==> src/rtl/rx_frame_if.sv <==
// Byte stream bundle between the UART receiver, the frame controller and the
// downstream payload consumer.
interface rx_frame_if;
   logic       i_rx_stb;
   logic [7:0] i_rx_data;
   logic       o_valid;
   logic       i_ready;
   logic [7:0] o_data;
   logic       o_last;
   logic       o_frame_ok;
   logic       o_frame_err;
   logic [1:0] o_err_code;

   modport master (
      output i_rx_stb, i_rx_data, i_ready,
      input  o_valid, o_data, o_last, o_frame_ok, o_frame_err, o_err_code
   );

   modport slave (
      input  i_rx_stb, i_rx_data, i_ready,
      output o_valid, o_data, o_last, o_frame_ok, o_frame_err, o_err_code
   );
endinterface

==> src/rtl/rx_frame_ctrl.sv <==
// Frame receiver: hunts for SYNC_BYTE, then takes a length, payload and a
// zero-sum checksum; payload streams out through a small FIFO with frame status.
module rx_frame_ctrl #(
   parameter logic [7:0]              SYNC_BYTE      = 8'h7E,
   parameter logic [7:0]              MAX_LEN        = 8'd64,
   parameter int                      TIMEOUT_BITS   = 16,
   parameter logic [TIMEOUT_BITS-1:0] TIMEOUT_CYCLES = 16'd8680,
   parameter int                      FIFO_LG        = 2
) (
   input logic       i_clk,
   input logic       i_reset_n,
   rx_frame_if.slave bus
);

   localparam logic [1:0] S_HUNT    = 2'd0;
   localparam logic [1:0] S_LEN     = 2'd1;
   localparam logic [1:0] S_PAYLOAD = 2'd2;
   localparam logic [1:0] S_CSUM    = 2'd3;

   localparam logic [1:0] ERR_CSUM = 2'b00;
   localparam logic [1:0] ERR_LEN  = 2'b01;
   localparam logic [1:0] ERR_TMO  = 2'b10;
   localparam logic [1:0] ERR_OVF  = 2'b11;

   localparam int                      DEPTH      = 1 << FIFO_LG;
   localparam logic [TIMEOUT_BITS-1:0] TMO_RELOAD = TIMEOUT_CYCLES - 1'b1;

   logic                    run_q;
   logic [1:0]              state_q, state_d;
   logic [7:0]              cnt_q, cnt_d;
   logic [7:0]              sum_q, sum_d;
   logic [7:0]              sum_chk;
   logic                    ovf_q, ovf_d;
   logic [TIMEOUT_BITS-1:0] tmo_q, tmo_d;
   logic                    ok_q, ok_d;
   logic                    err_q, err_d;
   logic [1:0]              code_q, code_d;

   logic [8:0]              mem_q [DEPTH];
   logic [FIFO_LG-1:0]      wr_q, rd_q;
   logic [FIFO_LG:0]        lvl_q, lvl_d;
   logic                    fifo_empty, fifo_full, fifo_room;
   logic                    push_req, push_last, push_ok, pop;

   // Deassertion is retimed by one flop so the logic first acts on the second edge.
   always_ff @(posedge i_clk or negedge i_reset_n) begin
      if (!i_reset_n) run_q <= 1'b0;
      else            run_q <= 1'b1;
   end

   assign fifo_empty = (lvl_q == '0);
   assign fifo_full  = lvl_q[FIFO_LG];
   assign pop        = !fifo_empty && bus.i_ready;
   assign fifo_room  = !fifo_full || pop;
   assign push_ok    = push_req && fifo_room;
   assign sum_chk    = sum_q + bus.i_rx_data;

   always_comb begin
      state_d   = state_q;
      cnt_d     = cnt_q;
      sum_d     = sum_q;
      ovf_d     = ovf_q;
      tmo_d     = tmo_q;
      ok_d      = 1'b0;
      err_d     = 1'b0;
      code_d    = code_q;
      push_req  = 1'b0;
      push_last = 1'b0;
      if (bus.i_rx_stb) begin
         // A byte always wins over a timeout expiring in the same cycle.
         tmo_d = TMO_RELOAD;
         case (state_q)
            S_HUNT: begin
               if (bus.i_rx_data == SYNC_BYTE) begin
                  state_d = S_LEN;
                  ovf_d   = 1'b0;
               end
            end
            S_LEN: begin
               if (bus.i_rx_data == 8'd0 || bus.i_rx_data > MAX_LEN) begin
                  err_d   = 1'b1;
                  code_d  = ERR_LEN;
                  state_d = S_HUNT;
               end else begin
                  cnt_d   = bus.i_rx_data;
                  sum_d   = bus.i_rx_data;
                  state_d = S_PAYLOAD;
               end
            end
            S_PAYLOAD: begin
               sum_d     = sum_chk;
               cnt_d     = cnt_q - 8'd1;
               push_req  = 1'b1;
               push_last = (cnt_q == 8'd1);
               if (!fifo_room) ovf_d = 1'b1;
               if (cnt_q == 8'd1) state_d = S_CSUM;
            end
            default: begin
               state_d = S_HUNT;
               if (ovf_q) begin
                  err_d  = 1'b1;
                  code_d = ERR_OVF;
               end else if (sum_chk != 8'd0) begin
                  err_d  = 1'b1;
                  code_d = ERR_CSUM;
               end else begin
                  ok_d = 1'b1;
               end
            end
         endcase
      end else if (state_q != S_HUNT) begin
         if (tmo_q == '0) begin
            err_d   = 1'b1;
            code_d  = ERR_TMO;
            state_d = S_HUNT;
         end else begin
            tmo_d = tmo_q - 1'b1;
         end
      end
   end

   always_ff @(posedge i_clk or negedge i_reset_n) begin
      if (!i_reset_n) begin
         state_q <= S_HUNT;
         cnt_q   <= '0;
         sum_q   <= '0;
         ovf_q   <= 1'b0;
         tmo_q   <= '0;
         ok_q    <= 1'b0;
         err_q   <= 1'b0;
         code_q  <= '0;
      end else if (run_q) begin
         state_q <= state_d;
         cnt_q   <= cnt_d;
         sum_q   <= sum_d;
         ovf_q   <= ovf_d;
         tmo_q   <= tmo_d;
         ok_q    <= ok_d;
         err_q   <= err_d;
         code_q  <= code_d;
      end
   end

   always_comb begin
      lvl_d = lvl_q;
      if (push_ok && !pop)      lvl_d = lvl_q + 1'b1;
      else if (!push_ok && pop) lvl_d = lvl_q - 1'b1;
   end

   always_ff @(posedge i_clk or negedge i_reset_n) begin
      if (!i_reset_n) begin
         wr_q  <= '0;
         rd_q  <= '0;
         lvl_q <= '0;
      end else if (run_q) begin
         if (push_ok) wr_q <= wr_q + 1'b1;
         if (pop)     rd_q <= rd_q + 1'b1;
         lvl_q <= lvl_d;
      end
   end

   // Storage is never reset; the outputs are masked while the FIFO is empty.
   always_ff @(posedge i_clk) begin
      if (run_q && push_ok) mem_q[wr_q] <= {push_last, bus.i_rx_data};
   end

   assign bus.o_valid     = !fifo_empty;
   assign bus.o_data      = fifo_empty ? 8'h00 : mem_q[rd_q][7:0];
   assign bus.o_last      = fifo_empty ? 1'b0  : mem_q[rd_q][8];
   assign bus.o_frame_ok  = ok_q;
   assign bus.o_frame_err = err_q;
   assign bus.o_err_code  = code_q;

endmodule

==> src/flat_wrapper.sv <==
// flat-port wrapper written by rule: the top's interface ports become plain ports
module rx_frame_ctrl_flat 
#(
   parameter logic [7:0]              SYNC_BYTE      = 8'h7E,
   parameter logic [7:0]              MAX_LEN        = 8'd64,
   parameter int                      TIMEOUT_BITS   = 16,
   parameter logic [TIMEOUT_BITS-1:0] TIMEOUT_CYCLES = 16'd8680,
   parameter int                      FIFO_LG        = 2
)
  (i_clk, i_reset_n, bus_i_rx_stb, bus_i_rx_data, bus_i_ready, bus_o_valid, bus_o_data, bus_o_last, bus_o_frame_ok, bus_o_frame_err, bus_o_err_code);
  rx_frame_if bus_i ();
  input logic i_clk;
  input logic i_reset_n;
  input wire logic [$bits(bus_i.i_rx_stb)-1:0] bus_i_rx_stb;
  input wire logic [$bits(bus_i.i_rx_data)-1:0] bus_i_rx_data;
  input wire logic [$bits(bus_i.i_ready)-1:0] bus_i_ready;
  output wire logic [$bits(bus_i.o_valid)-1:0] bus_o_valid;
  output wire logic [$bits(bus_i.o_data)-1:0] bus_o_data;
  output wire logic [$bits(bus_i.o_last)-1:0] bus_o_last;
  output wire logic [$bits(bus_i.o_frame_ok)-1:0] bus_o_frame_ok;
  output wire logic [$bits(bus_i.o_frame_err)-1:0] bus_o_frame_err;
  output wire logic [$bits(bus_i.o_err_code)-1:0] bus_o_err_code;
  assign bus_i.i_rx_stb = bus_i_rx_stb;
  assign bus_i.i_rx_data = bus_i_rx_data;
  assign bus_i.i_ready = bus_i_ready;
  assign bus_o_valid = bus_i.o_valid;
  assign bus_o_data = bus_i.o_data;
  assign bus_o_last = bus_i.o_last;
  assign bus_o_frame_ok = bus_i.o_frame_ok;
  assign bus_o_frame_err = bus_i.o_frame_err;
  assign bus_o_err_code = bus_i.o_err_code;
  rx_frame_ctrl #(.SYNC_BYTE(SYNC_BYTE), .MAX_LEN(MAX_LEN), .TIMEOUT_BITS(TIMEOUT_BITS), .TIMEOUT_CYCLES(TIMEOUT_CYCLES), .FIFO_LG(FIFO_LG)) u_core (.i_clk(i_clk), .i_reset_n(i_reset_n), .bus(bus_i));
endmodule
==> config.mk <==
export PLATFORM = sky130hd
export DESIGN_NAME = rx_frame_ctrl_flat
export DESIGN_NICKNAME = d
export VERILOG_FILES = /design/src/rtl/rx_frame_if.sv /design/src/rtl/rx_frame_ctrl.sv /design/src/flat_wrapper.sv
export SDC_FILE = /design/constraint.sdc
export NUM_CORES = 1
export LEC_CHECK = 0
export CAP_MARGIN = 30
export CORE_MARGIN = 4
export CORE_UTILIZATION = 39
export CTS_BUF_LIST = sky130_fd_sc_hd__clkbuf_8
export DETAILED_ROUTE_END_ITERATION = 6
export SETUP_SLACK_MARGIN = 0.2
export SYNTH_ARGS = -nofsm -noshare
export SYNTH_HDL_FRONTEND = slang
export SYNTH_SLANG_ARGS = --single-unit
==> constraint.sdc <==
create_clock -name i_clk -period 4.4 [get_ports i_clk]
set_input_delay 1.32 -clock i_clk [delete_from_list [all_inputs] [get_ports i_clk]]
set_output_delay 1.32 -clock i_clk [all_outputs]
set_load 0.01 [all_outputs]
==> impl_metrics.yaml, run 1 <==
clock_tree:
  h-tree-depth: 3
  cts.sinks: 83
  cts_tree: "built"
  numCtsBuffers: 9
  cts_buffer_depth: 2
  clk_transition_reported_paths_ps: 90
  post_cts_buffers: 0
  cts_hold_buf: 0
  clk_latency_ps: 360
  clock-root-buffer: "clkbuf_8"
  cts_resized: 0
die:
  initial_utilization_pct: 39.9
  die_w_um: 113
  ios: 26
  die_area_mm2: 0.0129
  core-area_mm2: 0.0108
  row_count: 38
  die-height_um: 113
timing:
  hold_ws_ps: 505
  maxSlewViolCount: 0
  finalSetupViolCount: 0
  skew_ps: 6.72
  max-slew-margin-rel_pct: 40.8
  min_period_ps: 3690
  grt_setup_unrepaired: "false"
  worst_slew_pin_slew_ps: 889
  setup-tns-final_ps: 0
  layout_worst_path_cycle_share_pct: 83.9
  max_freq_ghz: 0.271
  hold_viol: 0
synthesis:
  async_flop_share_pct: 56.6
  muxShareOfSynthArea_pct: 5.20
  ys.warnings.count: 0
  synthXorXnorAreaFrac_pct: 4.65
  avgSynthCellArea_um2: 11.1
  synth-simple-area-share_pct: 17.4
  synth-edff-count: 36
  synth_top_family_by_area: "simple AND/OR/NAND/NOR gates"
  synth_compound_area_share_pct: 12.7
  ys_dominant_reg_cell: "dfrtp_1"
  synth_fp_nets: 418
  ys_seq_area_share_pct: 52.1
  ys_seq_elements: 83
  syn_area_mm2: 0.00433
  yosys.area_share.adder_pct: 5.26
  synth_cell_type_count: 63
  synth_cells: 389
detailed_routing:
  routed-via-count: 3025
  drt_iter0_markers: 236
  ant_nets: 0
  drt_first_pass_iters: 4
  drc: 0
  via_per_inst: 5.27
  wire_per_inst_um: 16.1
  wirelength_um: 9210
flow_run:
  max-cap-violations: 0
finish:
  syn_to_final_growth_pct: 15.9
  fin_nets: 458
  drive_gt1_share_pct: 12.2
  fillers: 1029
  antenna_cells: 0
pwr:
  powerDensity_mw_per_mm2: 540
  p_leak_nw: 1.88
  peakVddDrop_v: 0.000279
global_routing:
  grt_pass1_wl_um: 15800
  grt_pass1_vias: 3120
  grt_overflow: 0
  antenna_found_initial: 0
  grt_max_degree: 39
  track_usage_pct: 15.7
critical_path:
  cp_top_family: "flip-flops"
  critPathBufInv: 1
  crit_type: "reg -> out"
  path_cells: "mux4_2 -> and2_1 -> clkdlybuf4s50_1"
  slowest_stage: "dfrtp_1"
  cp.required_ps: 3080
  max_stage_delay_ps: 770
  crit_path_start_kind: "flip-flop"
  path_max_fanout: 11
  critPathArrivalTime_ps: 2370
  cp-end-kind: "output pin"
hold_path:
  hold_class: "reg -> reg"
placement:
  dpl.hpwl_um: 6700
  port_buffers: 25
  gp_congestion: 0.809
run_status:
  status: "completed"
registers in the layout (all words and copies together) (netlist names), 2 cells and up:
register and cells:
u_core.rd_q 2, u_core.state_q 2, u_core.sum_q 8, u_core.wr_q 2, u_core.mem_q 36, u_core.bus.o_err_code 2, u_core.lvl_q 3, u_core.cnt_q 8
u_core.tmo_q 16
path summary, 6_finish.rpt:
kind | from | to | slack (ps) | cells after the start
worst max-delay path | u_core.rd_q[0] | bus_o_data[2] | 710 | 3
min in group asynchronous | i_reset_n | u_core.tmo_q[14] | 1080 | 1
max in group asynchronous | i_reset_n | u_core.tmo_q[0] | 2650 | 2
worst max register to register | u_core.sum_q[2] | u_core.bus.o_frame_err | 1870 | 7
worst min register to register | u_core.bus.o_frame_err | u_core.bus.o_frame_err | 500 | 1
worst min-delay path | u_core.bus.o_frame_err | u_core.bus.o_frame_err | 500 | 1
layout by cell type, fill, tap and decap left out, types with 11 or more instances in the layout:
cell type / netlist / final
o21ai_1: 12 / 12
xor2_1: 11 / 11
buf_4: 1 / 17
a21oi_1: 19 / 18
nand3_1: 11 / 11
o21ai_0: 11 / 11
ha_1: 15 / 15
dfrtp_1: 47 / 47
xnor2_1: 12 / 12
nor2_1: 33 / 33
and2_1: 14 / 14
inv_1: 15 / 15
edfxtp_1: 36 / 36
clkdlybuf4s50_1: 0 / 24
nand2_1: 36 / 36
per-stage QoR:
stage	utilization [%]	setup slack, ps	instances	cell area (um^2)	total power, mW
finish	46.3	709	574	5020	2.71
CTS	46.3	653	574	5020	2.75
detailed placement	44.5	320	558	4830	2.20
floorplan	-	1100	389	4330	1.85
global placement	44.5	376	558	4830	2.17
global route	46.3	528	574	5020	2.93
area by class of cell:
type                       instances  area, um^2  share of cell area (%)
inverter                          15        56.3                    1.12
timing repair buffer              42         373                    7.43
clock buffer                       9         124                    2.47
tap                              140         175                    3.49
multi-input combinational        278        1960                    39.1
clock inverter                     7        68.8                    1.37
sequential                        83        2260                    45.0
power by group:
group	switching, mW	total (mW)	internal, mW
Sequential	0.161	1.12	0.961
Combinational	0.511	1.05	0.538
Clock	0.282	0.541	0.260
worst register-to-register path, delay by kind of cell (launching register included):
family                   cells  cell delay [ps]
AO/OA/AOI/OAI                5             1130
adder cells (fa/ha/maj)      1              390
flip-flops                   1              390
AND/OR/NAND/NOR              1              520
synth_stat cells (all sizes together) (5+ instances only):
cell / n / area, um^2
nand2: 36 / 135
clkbuf: 8 / 30.0
nor2: 33 / 124
buf: 5 / 26.3
xnor2: 12 / 105
nand3: 11 / 55.1
dfrtp: 47 / 1180
nor2b: 7 / 43.8
inv: 15 / 56.3
nor4: 6 / 37.5
xor2: 11 / 96.3
nand2b: 9 / 56.3
a21oi: 19 / 95.1
a31oi: 5 / 31.3
ha: 15 / 188
and2: 14 / 87.6
nor3: 8 / 40.0
edfxtp: 36 / 1080
mux4: 9 / 203
o21ai: 24 / 124
logic make-up (layout without fill, tap and decap cells):
| logic type | Yosys count | count (layout) |
|---|---|---|
| AOI/OAI and AO/OA | 80 | 80 |
| xor gates and xnor gates | 23 | 23 |
| adders and majority gates | 17 | 17 |
| buffers and inverters | 28 | 73 |
| DFF | 83 | 83 |
| muxes | 11 | 11 |
| other | 1 | 1 |
| and+or+nand+nor | 146 | 146 |
routing by layer:
layer / part of all wire (%) / vias up / GRT usage (%)
met3: 2.7 / 7 / 2.33
li1: - / 1491 / -
met5: 0 / - / 0
met4: 1.5 / 0 / 6.73
met2: 48 / 39 / 25.4
met1: 48 / 1488 / 21.1
(Power assumes the default switching activity.)
==> inputs of run 2 (changes only) <==
==> constraint.sdc (replaced) <==
create_clock -name i_clk -period 3.6 [get_ports i_clk]
set_input_delay 1.08 -clock i_clk [delete_from_list [all_inputs] [get_ports i_clk]]
set_output_delay 1.08 -clock i_clk [all_outputs]
set_load 0.01 [all_outputs]
==> impl_metrics.yaml, run 2 (synthesized netlist as in run 1, its figures left out) <==
critical_path:
  path_max_fanout: 4
  critPathArrivalTime_ps: 3520
  crit_path_start_kind: "input pin"
  crit_type: "in -> reg"
  r2r_slack_ps: 1130
  cp-end-kind: "flip-flop"
  cp.required_ps: 3850
detailed_routing:
  ant_nets: 0
  drc: 0
  routed-via-count: 3113
  via_per_inst: 5.24
  wirelength_um: 9470
  drt_iter0_markers: 238
  wire_per_inst_um: 15.9
  drt_first_pass_iters: 4
finish:
  top_regs: "u_core.mem_q (36), u_core.tmo_q (16)"
  largest_register_ffs: 36
  final_cell_mix: "dfrtp_1 (47), buf_4 (37), nand2_1 (36), edfxtp_1 (36), nor2_1 (33)"
  fin_cells: 594
  final_common_cell: "dfrtp_1"
  syn_to_final_growth_pct: 20.4
  seq_area_mm2: 0.00226
  multiInputGateArea_mm2: 0.00197
  drive_gt1_share_pct: 15.9
  antenna_cells: 0
  fillers: 1010
  design_area_mm2: 0.00521
  fin_nets: 478
  largest_register: "u_core.mem_q"
timing:
  skew_ps: 9.01
  min_period_ps: 3270
  worst_slew_pin_slew_ps: 676
  max-slew-margin-rel_pct: 54.3
  setup-tns-final_ps: 0
  max_freq_ghz: 0.306
  hold_viol: 0
  grt_setup_unrepaired: "false"
  layout_worst_path_cycle_share_pct: 90.8
  finalSetupViolCount: 0
  maxSlewViolCount: 0
die:
  die-height_um: 113
  initial_utilization_pct: 39.9
  die_w_um: 113
  die_area_mm2: 0.0129
  ios: 26
  row_count: 38
  core-area_mm2: 0.0108
clock_tree:
  numCtsBuffers: 9
  clock-root-buffer: "clkbuf_8"
  cts.sinks: 83
  h-tree-depth: 3
  clk_transition_reported_paths_ps: 80
  cts_tree: "built"
  clk_latency_ps: 350
  cts_buffer_depth: 2
  post_cts_buffers: 0
hold_path:
  hold_class: "reg -> reg"
pwr:
  powerDensity_mw_per_mm2: 683
  peakVddDrop_v: 0.000320
  p_leak_nw: 2.01
global_routing:
  grt_max_degree: 27
  grt_pass1_wl_um: 16100
  grt_overflow: 0
  track_usage_pct: 15.9
  grt_pass1_vias: 3153
  antenna_found_initial: 0
placement:
  place_area_mm2: 0.00498
  port_buffers: 25
  dpl.hpwl_um: 7070
  gp_congestion: 0.904
  placed_cells: 578
flow_run:
  max-cap-violations: 0
run_status:
  status: "completed"
==> run 2: metrics by stage <==
step	hold slack, ps	setup WS [ps]	total power [mW]	utilization [%]
finish	499	332	3.56	48.1
global route	520	207	3.83	48.1
CTS	495	209	3.59	48.0
detailed placement	478	-196	2.80	45.9
global placement	474	-89.6	2.77	45.9
floorplan	451	542	2.26	-
==> run 2: routing by layer <==
layer | routed length (um) | track usage (%)
met4 | 161 | 5.69
met1 | 4570 | 22.3
met3 | 371 | 2.76
met2 | 4360 | 25.1
met5 | 0 | 0
==> run 2: layout make-up <==
class	count	area share [%]
flip-flops and latches	83	43.3
multi-input cells	278	37.8
repair buffers	62	10.0
well taps	140	3.36
clock buffers	9	2.38
clock inverters	7	2.11
inverters	15	1.08
==> run 2: worst paths after layout <==
check / startpoint / to / cells after the start
max: bus_i_rx_data[0] / u_core.bus.o_frame_err / 9
min: u_core.lvl_q[2] / u_core.lvl_q[2] / 1
max reg2reg: u_core.tmo_q[0] / u_core.bus.o_err_code[1] / 8
min reg2reg: u_core.lvl_q[2] / u_core.lvl_q[2] / 1
max in group asynchronous: i_reset_n / u_core.sum_q[3] / 2
min in group asynchronous: i_reset_n / u_core.rd_q[1] / 1
==> run 2: repair_timing <==
action                                 4_1_cts  5_1_grt
pin swaps                                    0        1
endpoints found under the hold margin        0        0
hold buffers                                 0        0
setup endpoints to repair                    2        4
gates resized for setup                      1        3
==> run 2: critical path: stages <==
cell,delay [ps]
clkdlybuf4s50_1,520
ha_1,190
buf_4,110
a211oi_2,80
or4b_4,550
a21o_1,230
a2111oi_4,370
a31oi_1,190
a21o_1,190
==> run 2: power breakdown <==
| group | leakage, nW | switching (mW) | internal (mW) |
|---|---|---|---|
| clock | 0.127 | 0.329 | 0.455 |
| sequential | 0.881 | 0.163 | 1.18 |
| combinational | 1.00 | 0.685 | 0.751 |
